$ cat src/rtl/mem_write_controller.sv
// mem_write_controller
//   Drains dirty cache blocks to memory as Sysbus write transactions.
//   Up to FIFO_DEPTH (two) block writes are buffered. Each one goes onto
//   the bus as one address beat followed by BLOCKSZ/BUS_DATA_WIDTH data
//   beats. All outputs are registered.
//
// Ports
//   clk          clock
//   rst          synchronous active-low reset
//   in_address   block byte address (low 6 bits ignored)
//   data_in      block to write; beat k = data_in[64k+63:64k]
//   wr_req       enqueue request this cycle
//   wr_ready     FIFO not full; a request is taken when wr_req && wr_ready
//   wr_done      one-cycle pulse after the last data beat of a block is acked
//   bus_grant    permission to start a new transaction (sampled in IDLE only)
//   bus_owner    high from the address beat through the last data beat
//   bus_reqcyc   request valid
//   bus_req      address or data beat
//   bus_reqtag   WR_TAG during every beat, 0 otherwise
//   bus_reqack   current beat accepted
module mem_write_controller #(
  parameter int unsigned                 BLOCKSZ        = 512,
  parameter int unsigned                 BUS_DATA_WIDTH = 64,
  parameter int unsigned                 BUS_TAG_WIDTH  = 13,
  parameter logic [BUS_TAG_WIDTH-1:0]    WR_TAG         = 13'h0100,
  parameter int unsigned                 FIFO_DEPTH     = 2
) (
  input  logic                      clk,
  input  logic                      rst,
  input  logic [63:0]               in_address,
  input  logic [BLOCKSZ-1:0]        data_in,
  input  logic                      wr_req,
  output logic                      wr_ready,
  output logic                      wr_done,
  input  logic                      bus_grant,
  output logic                      bus_owner,
  output logic                      bus_reqcyc,
  output logic [BUS_DATA_WIDTH-1:0] bus_req,
  output logic [BUS_TAG_WIDTH-1:0]  bus_reqtag,
  input  logic                      bus_reqack
);

  localparam int unsigned BEATS  = BLOCKSZ / BUS_DATA_WIDTH;
  localparam int unsigned BEAT_W = $clog2(BEATS);
  localparam logic [BEAT_W-1:0] LAST_BEAT = BEAT_W'(BEATS - 1);
  localparam logic [1:0]        FULL_CNT  = 2'(FIFO_DEPTH);

  typedef enum logic [1:0] {
    IDLE,
    ADDR,
    DATA
  } state_e;

  state_e              state_q, state_d;
  logic [BEAT_W-1:0]   beat_q, beat_d;
  logic                last_ack;

  // FIFO storage and bookkeeping
  logic [63:0]         addr_mem [FIFO_DEPTH];
  logic [BLOCKSZ-1:0]  blk_mem  [FIFO_DEPTH];
  logic                rd_ptr_q, rd_ptr_d;
  logic                wr_ptr_q, wr_ptr_d;
  logic [1:0]          count_q,  count_d;
  logic                enq, deq;

  // Registered outputs
  logic                      wr_ready_q,   wr_ready_d;
  logic                      wr_done_q,    wr_done_d;
  logic                      bus_owner_q,  bus_owner_d;
  logic                      bus_reqcyc_q, bus_reqcyc_d;
  logic [BUS_DATA_WIDTH-1:0] bus_req_q,    bus_req_d;
  logic [BUS_TAG_WIDTH-1:0]  bus_reqtag_q, bus_reqtag_d;

  // wr_ready_q always mirrors (count_q != FULL), so it gates the enqueue
  // directly; a request arriving while full is simply dropped.
  assign enq = wr_req && wr_ready_q;
  assign deq = last_ack;

  always_comb begin
    rd_ptr_d = deq ? ~rd_ptr_q : rd_ptr_q;
    wr_ptr_d = enq ? ~wr_ptr_q : wr_ptr_q;
    count_d  = count_q + {1'b0, enq} - {1'b0, deq};
  end

  // Entry payload needs no reset; the count says what is valid.
  // The address is stored block-aligned so the address beat is a plain copy.
  always_ff @(posedge clk) begin
    if (enq) begin
      addr_mem[wr_ptr_q] <= in_address & ~64'h3f;
      blk_mem[wr_ptr_q]  <= data_in;
    end
  end

  // State register, FIFO pointers and output registers
  always_ff @(posedge clk) begin
    if (!rst) begin
      state_q      <= IDLE;
      beat_q       <= '0;
      rd_ptr_q     <= 1'b0;
      wr_ptr_q     <= 1'b0;
      count_q      <= '0;
      wr_ready_q   <= 1'b1;
      wr_done_q    <= 1'b0;
      bus_owner_q  <= 1'b0;
      bus_reqcyc_q <= 1'b0;
      bus_req_q    <= '0;
      bus_reqtag_q <= '0;
    end else begin
      state_q      <= state_d;
      beat_q       <= beat_d;
      rd_ptr_q     <= rd_ptr_d;
      wr_ptr_q     <= wr_ptr_d;
      count_q      <= count_d;
      wr_ready_q   <= wr_ready_d;
      wr_done_q    <= wr_done_d;
      bus_owner_q  <= bus_owner_d;
      bus_reqcyc_q <= bus_reqcyc_d;
      bus_req_q    <= bus_req_d;
      bus_reqtag_q <= bus_reqtag_d;
    end
  end

  // Next-state logic
  always_comb begin
    state_d  = state_q;
    beat_d   = beat_q;
    last_ack = 1'b0;
    unique case (state_q)
      IDLE: begin
        if ((count_q != 2'd0) && bus_grant) begin
          state_d = ADDR;
        end
      end
      ADDR: begin
        if (bus_reqack) begin
          state_d = DATA;
          beat_d  = '0;
        end
      end
      DATA: begin
        if (bus_reqack) begin
          if (beat_q == LAST_BEAT) begin
            state_d  = IDLE;
            last_ack = 1'b1;
          end else begin
            beat_d = beat_q + 1'b1;
          end
        end
      end
      default: state_d = IDLE;
    endcase
  end

  // Output logic: outputs are computed from the next state so that the
  // registered copies line up with the state they describe. The head entry
  // cannot move during a transaction (rd_ptr only advances on the final
  // ack, which also leaves ADDR/DATA), so rd_ptr_q is the right index.
  always_comb begin
    wr_ready_d   = (count_d != FULL_CNT);
    wr_done_d    = last_ack;
    bus_owner_d  = (state_d != IDLE);
    bus_reqcyc_d = (state_d != IDLE);
    bus_reqtag_d = (state_d != IDLE) ? WR_TAG : '0;
    bus_req_d    = '0;
    unique case (state_d)
      ADDR:    bus_req_d = addr_mem[rd_ptr_q];
      DATA:    bus_req_d = blk_mem[rd_ptr_q][int'(beat_d) * BUS_DATA_WIDTH +: BUS_DATA_WIDTH];
      default: bus_req_d = '0;
    endcase
  end

  assign wr_ready   = wr_ready_q;
  assign wr_done    = wr_done_q;
  assign bus_owner  = bus_owner_q;
  assign bus_reqcyc = bus_reqcyc_q;
  assign bus_req    = bus_req_q;
  assign bus_reqtag = bus_reqtag_q;

endmodule

$ cat config.mk
export PLATFORM = sky130hd
export DESIGN_NAME = mem_write_controller
export DESIGN_NICKNAME = d
export VERILOG_FILES = /design/src/rtl/mem_write_controller.sv
export SDC_FILE = /design/constraint.sdc
export NUM_CORES = 1
export LEC_CHECK = 0
export ABC_CLOCK_PERIOD_IN_PS = 38200
export CORE_MARGIN = 8
export CORE_UTILIZATION = 45
export CTS_CLUSTER_DIAMETER = 200
export DETAILED_ROUTE_END_ITERATION = 10
export HOLD_SLACK_MARGIN = 0.1
export PLACE_DENSITY = 0.71
export RECOVER_POWER = 100
export SLEW_MARGIN = 5
export SYNTH_ARGS = -nofsm -noshare
export SYNTH_HDL_FRONTEND = slang
export SYNTH_SLANG_ARGS = --single-unit
$ cat constraint.sdc
create_clock -name clk -period 38.2 [get_ports clk]
set_input_delay 7.64 -clock clk [delete_from_list [all_inputs] [get_ports clk]]
set_output_delay 7.64 -clock clk [all_outputs]
set_load 0.03 [all_outputs]
---- After elaboration in Yosys (flattened, before gate mapping) ----
Memories as Yosys holds them, arrays and structs flattened. A register that Yosys moved wholly into a read port is not among the register bits.
Cells that the tools add are included.
operators by class
  add/sub/neg operators ................... 3
  equality and inequality tests ........... 6
  shift operators ......................... 1
  muxes and demuxes ....................... 20
  bitwise logic cells ..................... 2
  reductions and logical operators ........ 5
operators with widths
  operator                                              count
  variable part select 512 x 10 -> 64 bit               1
  one-hot mux 64 bit (2 select lines)                   1
  2-to-1 mux 1 bit                                      9
  2-to-1 mux 3 bit                                      3
  2-to-1 mux 9 bit                                      1
  2-to-1 mux 2 bit                                      4
  one-hot mux 2 bit (3 select lines)                    1
  one-hot mux 3 bit (2 select lines)                    1
  equality test 2 x 1 -> 1 bit (second input constant)  2
  equality test 2 bit (second input constant)           2
  nonzero test 2 bit                                    2
  adder 3 x 1 -> 3 bit (second input constant)          1
  equality test 3 bit (second input constant)           1
  adder 2 x 1 -> 2 bit                                  1
  logical AND 1 bit                                     2
  zero test 2 bit                                       1
  != test 2 bit (second input constant)                 1
  inverter 1 bit                                        2
  subtractor 2 x 1 -> 2 bit                             1
storage, ports and cells
  bits in registers ....................... 89
  memory bits (writable) .................. 1140
  word-level logic and storage cells ...... 49
  memories kept ........................... 2
memories
  name      depth  bits a word  read ports  clocked after memory_dff  wr ports  line  RTL
  blk_mem   2      512          1           1                         1         60    logic [BLOCKSZ-1:0] blk_mem [FIFO_DEPTH];
  addr_mem  2      58           1           1                         1         59    logic [63:0] addr_mem [FIFO_DEPTH];

---- Logic depth before layout (Yosys ltp) ----
Gate-level depths: netlist (run 1).
  word-level depth ........................ 6
  depth in mapped cells ................... 16
  depth with buffers taken out ............ 12

---- Worst setup path before layout (run 1) ----
Ideal clock, no wire load.
  path type ............................... in2reg
  start ................................... in wr_req
  end ..................................... reg wr_ptr_q
  setup time .............................. 0.168 ns
  arrival ................................. 32.916 ns
  data required time ...................... 38.032 ns
  slack ................................... 5.116 ns
  cell stages on the path ................. 3
  path buffers ............................ 0
  cells stage by stage .................... nand2_1 -> nor2_1 -> o21a_1
between the ends
  longest elaborated chain between the ends .. 1
RTL lines
  item                    line  RTL
  start: declaration      32    input logic wr_req,
  logical AND 1 bit       76    assign enq = wr_req && wr_ready_q;
  end signal: assignment  112   wr_ptr_q <= wr_ptr_d;
  end: declaration        62    logic wr_ptr_q, wr_ptr_d;
No other way between the ends.
A chain may end at the register's enable or synchronous reset.

---- Final worst setup path (run 1) ----
  start ................................... in wr_req
  end ..................................... mem blk_mem[0][503] (enable)
between the ends
  longest elaborated chain between the ends .. 3
RTL lines
  item                                    line  RTL
  logical AND 1 bit                       76
  2-to-1 mux 1 bit                        88    if (enq) begin
  2-to-1 mux 1 bit (implied by the code)  90    blk_mem[wr_ptr_q] <= data_in;
  end: declaration                        60
No other way between the ends.

==> results of run 1 <==
## metrics by stage
step | total power [W] | setup slack (ps) | util [%] | hold WS, ps | cell area (sq um)
after floorplan | 0.00175 | 5120 | - | 542 | 45600
after global placement | 0.00178 | 25600 | 53.3 | 565 | 53300
after detailed placement | 0.00179 | 25400 | 53.3 | 568 | 53300
after CTS | 0.00301 | 26160 | 57.4 | 590 | 57500
after global routing | 0.00308 | 14560 | 57.3 | 606 | 57400
final | 0.00298 | 15580 | 57.4 | 580 | 57500
## cell families (layout without fill, tap and decap cells)
family / Yosys count / after routing
fa+ha+maj: 10 / 10
xor+xnor: 3 / 3
buf+inv: 132 / 911
compound gates: 204 / 204
flops: 1217 / 1217
other cells: 1 / 90
mux: 325 / 325
simple gates: 263 / 263
## routing by layer
layer / part of all wire [%] / GRT usage [%] / vias to the layer above
met2: 51 / 33.8 / 1101
met4: 3.4 / 7.43 / 26
li1: - / - / 10400
met5: 0.14 / 0 / -
met1: 38 / 24.1 / 12300
met3: 8.0 / 5.47 / 312
## flip-flops by register name, indices dropped and copies added, names as in the netlist, named ones only
signal,count
wr_done,1
wr_ptr_q,1
rd_ptr_q,1
state_q,2
bus_req,64
beat_q,3
bus_reqcyc,1
wr_ready,1
blk_mem,1024
addr_mem,116
count_q,2
## layout by cell type, fill, tap and decap left out, types with 8 or more instances in the layout
cell	synthesis	layout
inv_1	8	8
clkbuf_8	0	20
clkbuf_16	0	123
o21ai_0	29	30
dlygate4sd3_1	0	641
diode_2	0	78
buf_4	22	15
mux4_2	239	239
conb_1	1	12
a21oi_1	58	58
a22oi_1	66	66
mux2i_1	74	74
dfxtp_1	77	76
and2_1	13	9
edfxtp_1	1140	1140
clkbuf_1	42	40
ha_1	10	10
nand2_1	65	67
clkinv_1	0	11
bufinv_16	0	15
nand3_1	90	89
clkinv_2	0	27
mux2_2	11	11
nor2_1	64	61
## final timing paths
path | slack (ps) | endpoint | from
setup / recovery | 15580 | blk_mem[0][503] | wr_req
hold / removal | 580 | rd_ptr_q | rd_ptr_q
setup reg to reg | 22720 | blk_mem[0][503] | wr_ready
hold reg to reg | 580 | rd_ptr_q | rd_ptr_q
## power groups by stage
| stage | combinational, W | sequential [W] | clock [W] |
|---|---|---|---|
| after global routing | 0.000183 | 0.00160 | 0.00129 |
| after CTS | 0.000188 | 0.00158 | 0.00124 |
| after global placement | 0.000181 | 0.00160 | 0 |
| after detailed placement | 0.000187 | 0.00160 | 0 |
| after floorplan | 0.0000778 | 0.00167 | 0 |
| final | 0.000171 | 0.00159 | 0.00122 |
## worst max-delay path: cells and delay by family
family,cells,cell delay (ps)
buf+inv,4,13220
simple gates,2,1290
## final cells by class
type / count / area, sq um
fill: 7378 / 42600
sequential: 1217 / 35800
clock buffer: 168 / 3450
clock inverter: 60 / 696
antenna: 78 / 195
timing repair buffer: 674 / 6630
tap: 1298 / 1620
multi-input combinational: 817 / 9130
inverter: 9 / 33.8
==> reports/metrics.yaml, run 1 <==
logic_synthesis:
  synth_top_family_by_area: "multiplexers"
  yosys.area_share.xor_xnor_pct: 0.0577
  synth_compound_area_share_pct: 3.11
  synthCells: 2155
  ys_warn_count: 0
  yosys-top-cells-count: "1140 x edfxtp_1, 239 x mux4_2, 90 x nand3_1"
  ys.flop_type: "edfxtp_1"
  synth-seq-cells: 1217
  yosysTopAreaCellShare_pct: 75.2
  synth_area_leaders: "edfxtp_1 75%, mux4_2 12%, dfxtp_1 3.4%"
  synth_fa_ha_area_share_pct: 0.275
  ys_seq_area_share_pct: 78.6
  synth_cell_types: 69
  synthArstFlopShare_pct: 0
  synth_most_common_cell: "edfxtp_1"
  synth_edf_count: 1140
  synth.mux.area_fraction_pct: 13.8
  syn_area_sq_mm: 0.0455
  yosysTopAreaCell: "edfxtp_1"
  avgSynthCellArea_sq_um: 21.1
  synthSimpleGateAreaFrac_pct: 2.72
clocking:
  cts_resized: 0
  cts_setup_buffers: 0
  numClockSinks: 1217
  clk-insertion-delay-late_ps: 700
  cts_buffer_depth: 3
  cts_tree: "built"
  clkSlewWorstSetupHoldPaths_ps: 60
  holdBufCountCts: 0
  cts_buffers: 120
  htreeDepth: 3
  root_buffer: "clkbuf_16"
global_route:
  antenna_found_initial: 118
  grt.overflow.total: 0
  grt_usage_pct: 19.8
  grt_max_degree: 177
  grt_pass1_vias: 25300
  grt_pass1_wl_mm: 165
floorplanning:
  die_width_um: 334
  core_area_sq_mm: 0.100
  core.rowCount: 116
  dieArea_sq_mm: 0.112
  die_y_um: 334
  io_pins: 662
  start_util_pct: 45.5
sta:
  tightest_slew_ps: 10080
  relSlewSlack_pct: -572
  rsz0062_at_grt: "no"
  fin_crit_ps: 22620
  min_period_over_period_pct: 59.2
  fmax_mhz: 44.2
  setup_viol: 0
  drv_slew: 1415
  setup_tns_ps: 0
  fin_skew_ps: 19.5
  hold_viol: 0
cells_and_area:
  finalNetCount: 3430
  syn2layout_area_growth_pct: 26.4
  layout.cells.non_filler: 4321
  layout-drive-gt1-share_pct: 16.4
power_and_ir_drop:
  ir_drop_mv: 0.0395
  clkPwrFrac_pct: 40.8
  sequentialPowerShare_pct: 53.4
  combPwrFrac_pct: 5.7
  swShare_pct: 20.2
  cellPowerDensity_mw_per_mm2: 51.8
  p_sw_w: 0.000601
  p_leak_nw: 18.8
  p_int_w: 0.00238
hold_path:
  min_path_type: "reg -> reg"
  min_path_cells: 2
drt:
  routed_via_density: 5.59
  vias: 24100
  wl_mm: 114
  drc: 0
  drt_iter0_drc: 2136
  drt_pass1_iterations: 6
  detail_route.wl_per_cell_um: 26.3
  ant_nets: 0
place:
  place_hpwl_mm: 75.3
  dp_cells: 4015
  gp_congestion: 0.838
  port_buffers: 643
setup_path:
  crit_path_max_fanout: 175
  setup.worst_path.end_class: "flop"
  crit_top_cell: "clkbuf_1"
  r2r_cells: 5
  crit_slowest_cell: "clkbuf_1"
  path_cells: "dlygate4sd3_1 -> nand2_1 -> nor2_1 -> clkbuf_1 -> clkbuf_1 -> clkbuf_1"
  worstSetupStartpointType: "input port"
  critPathRequiredTime_ps: 38180
  slowest_delay_ps: 7090
  crit_arrival_ps: 22600
  crit_type: "in -> reg"
run_status:
  violations: "capacitance limit, slew limit"
  outcome: "finished with violations"
job:
  cap_violations: 18
(Power assumes the default switching activity.)
==> run 2, diff against run 1 <==
- ABC_CLOCK_PERIOD_IN_PS: 38200 -> 23600
- clock period: 38.2 -> 23.6 ns (I/O delays scaled with it)
==> reports/metrics.yaml, run 2 (same netlist as run 1, synthesis figures left out) <==
sta:
  setup_viol: 0  # unchanged
  fin_skew_ps: 18.1  # was 19.5 ps
  relSlewSlack_pct: -216  # was -572%
  rsz0062_at_grt: "no"  # unchanged
  min_period_over_period_pct: 66.3
  hold_viol: 0  # unchanged
  fin_crit_ps: 15660
  tightest_slew_ps: 4740  # was 10080 ps
  fmax_mhz: 63.9
  drv_slew: 1074  # was 1415
  setup_tns_ps: 0  # unchanged
setup_path:
  crit_family: "buffers and inverters"  # unchanged
  slowest_delay_ps: 3130  # was 7090 ps
  crit_arrival_ps: 16280  # was 22600 ps
  crit_path_max_fanout: 66  # was 175
  reg2reg_from: "state_q[1]"  # was wr_ready
  path_cells: "dlygate4sd3_1 -> nor2b_1 -> o221ai_1 -> nand2_1 -> clkbuf_1 -> clkbuf_1 -> mux4_2 -> a22oi_1 -> nand3_1"  # was dlygate4sd3_1 -> nand2_1 -> nor2_1 -> clkbuf_1 -> clkbuf_1 -> clkbuf_1
  worst-path-buf-inv: 3  # was 4
  setup.worst_path.end_class: "flop"  # unchanged
  startpoint: "bus_reqack"  # was wr_req
  crit_top_cell: "clkbuf_1"  # unchanged
  crit_type: "in -> reg"  # unchanged
  critPathRequiredTime_ps: 24230  # was 38180 ps
  crit_slowest_cell: "clkbuf_1"  # unchanged
  worstSetupStartpointType: "input port"  # unchanged
global_route:
  grt.overflow.total: 0  # unchanged
  grt_pass1_wl_mm: 166  # was 165 mm
  grt_max_degree: 113  # was 177
  grt_pass1_vias: 25400  # was 25.3k
  grt_usage_pct: 19.9  # was 19.8%
  antenna_found_initial: 131  # was 118
power_and_ir_drop:
  ir_drop_mv: 0.0670  # was 0.0395 mV
  p_leak_nw: 18.6  # was 18.8 nW
  cellPowerDensity_mw_per_mm2: 82.3  # was 51.8 mW/mm^2
  p_total_w: 0.00471  # was 0.00298 W
place:
  dpl_cell_area_sq_mm: 0.0533  # about the same
  dp_cells: 4014  # was 4015
  gp_congestion: 0.822  # was 0.838
  place_hpwl_mm: 75.3  # about the same
  port_buffers: 643  # unchanged
drt:
  ant_nets: 0  # unchanged
  routed_via_density: 5.56  # was 5.59
  wl_mm: 114  # about the same
  vias: 24000  # was 24.1k
  drc: 0  # unchanged
  drt_iter0_drc: 2293  # was 2136
  detail_route.wl_per_cell_um: 26.4  # was 26.3 um
  drt_pass1_iterations: 5  # was 6
run_status:
  violations: "capacitance limit, slew limit"  # unchanged
  outcome: "finished with violations"  # unchanged
clocking:
  clkSlewWorstSetupHoldPaths_ps: 60  # about the same
  cts_setup_buffers: 0  # unchanged
  htreeDepth: 3  # unchanged
  cts_buffers: 119  # was 120
  root_buffer: "clkbuf_16"  # unchanged
  clk-insertion-delay-late_ps: 700  # about the same
  holdBufCountCts: 0  # unchanged
  cts_tree: "built"  # unchanged
  cts_buffer_depth: 3  # unchanged
  numClockSinks: 1217  # unchanged
  cts_resized: 0  # unchanged
cells_and_area:
  final_util_pct: 57.2  # was 57.4%
  design_area_sq_mm: 0.0573  # was 0.0575 sq mm
  final_common_cell: "edfxtp_1"  # unchanged
  largest_register_ffs: 1024  # unchanged
  layout-drive-gt1-share_pct: 15.8  # was 16.4%
  multi_input_area_sq_mm: 0.00910  # was 0.00913 sq mm
  syn2layout_area_growth_pct: 25.8  # was 26.4%
  largest-register: "blk_mem"  # unchanged
  layout.cells.non_filler: 4323  # was 4321
  layout_common_cells: "1140 x edfxtp_1, 641 x dlygate4sd3_1, 239 x mux4_2"  # unchanged
  nFillCells: 7375  # was 7378
  final-seq-area_sq_mm: 0.0358  # unchanged
  finalNetCount: 3428  # was 3430
floorplanning:
  core.rowCount: 116  # unchanged
  core_area_sq_mm: 0.100  # unchanged
  die_width_um: 334  # unchanged
  io_pins: 662  # unchanged
  die_y_um: 334  # unchanged
  dieArea_sq_mm: 0.112  # unchanged
  start_util_pct: 45.5  # unchanged
hold_path:
  hold_path.startpoint: "rd_ptr_q"  # unchanged
  min_path_type: "reg -> reg"  # unchanged
job:
  cap_violations: 17  # was 18
[run 2: cell types whose count changed in the layout (fill, tap and decap cells not counted), sizes merged]
| cell | delta |
|---|---|
| bufinv | -3 |
| clkinvlp | +1 |
| diode | +6 |
| inv | +5 |
| clkbuf | -16 |
| clkinv | +9 |
[run 2: metal layers]
metal  up-vias  wire (um)  global-route usage [%]
met2      1090      59000                    34.8
met3       300       9930                    6.11
met4        26       3690                    6.67
met1     12200      41200                    23.4
li1      10400          -                       -
met5         -        167                       0
[run 2: tightest hold or removal path, stage by stage, from the launching register on]
cell,delay (ps)
dfxtp_1,320
xor2_1,70
and2_1,140
[run 2: final timing paths]
check,end,slack (ps),cells after the start
max,bus_req[25],7940,9
min,flop,580,2
max reg2reg,bus_req[25],12010,10
min reg2reg,flop,580,2
[run 2: per-stage QoR]
stage               setup slack, ps  hold WS, ps
floorplan                      3270          555
global placement              13780          556
detailed placement            13660          562
CTS                           14390          584
global route                   7290          621
finish                         7940          576
[run 2: area by class of cell]
type                    instances  share of cell area [%]
multi-input cells             817                    15.9
diodes                         84                   0.367
repair buffers                673                    11.6
clock inverters                72                    1.24
well taps                    1298                    2.84
clock buffers                 153                    5.55
inverters                       9                  0.0590
flip-flops and latches       1217                    62.5
[run 2: where the power goes]
group          internal, W  switching (W)
Combinational     0.000128       0.000152
Sequential         0.00253      0.0000319
Clock              0.00108       0.000791
Total              0.00374       0.000975
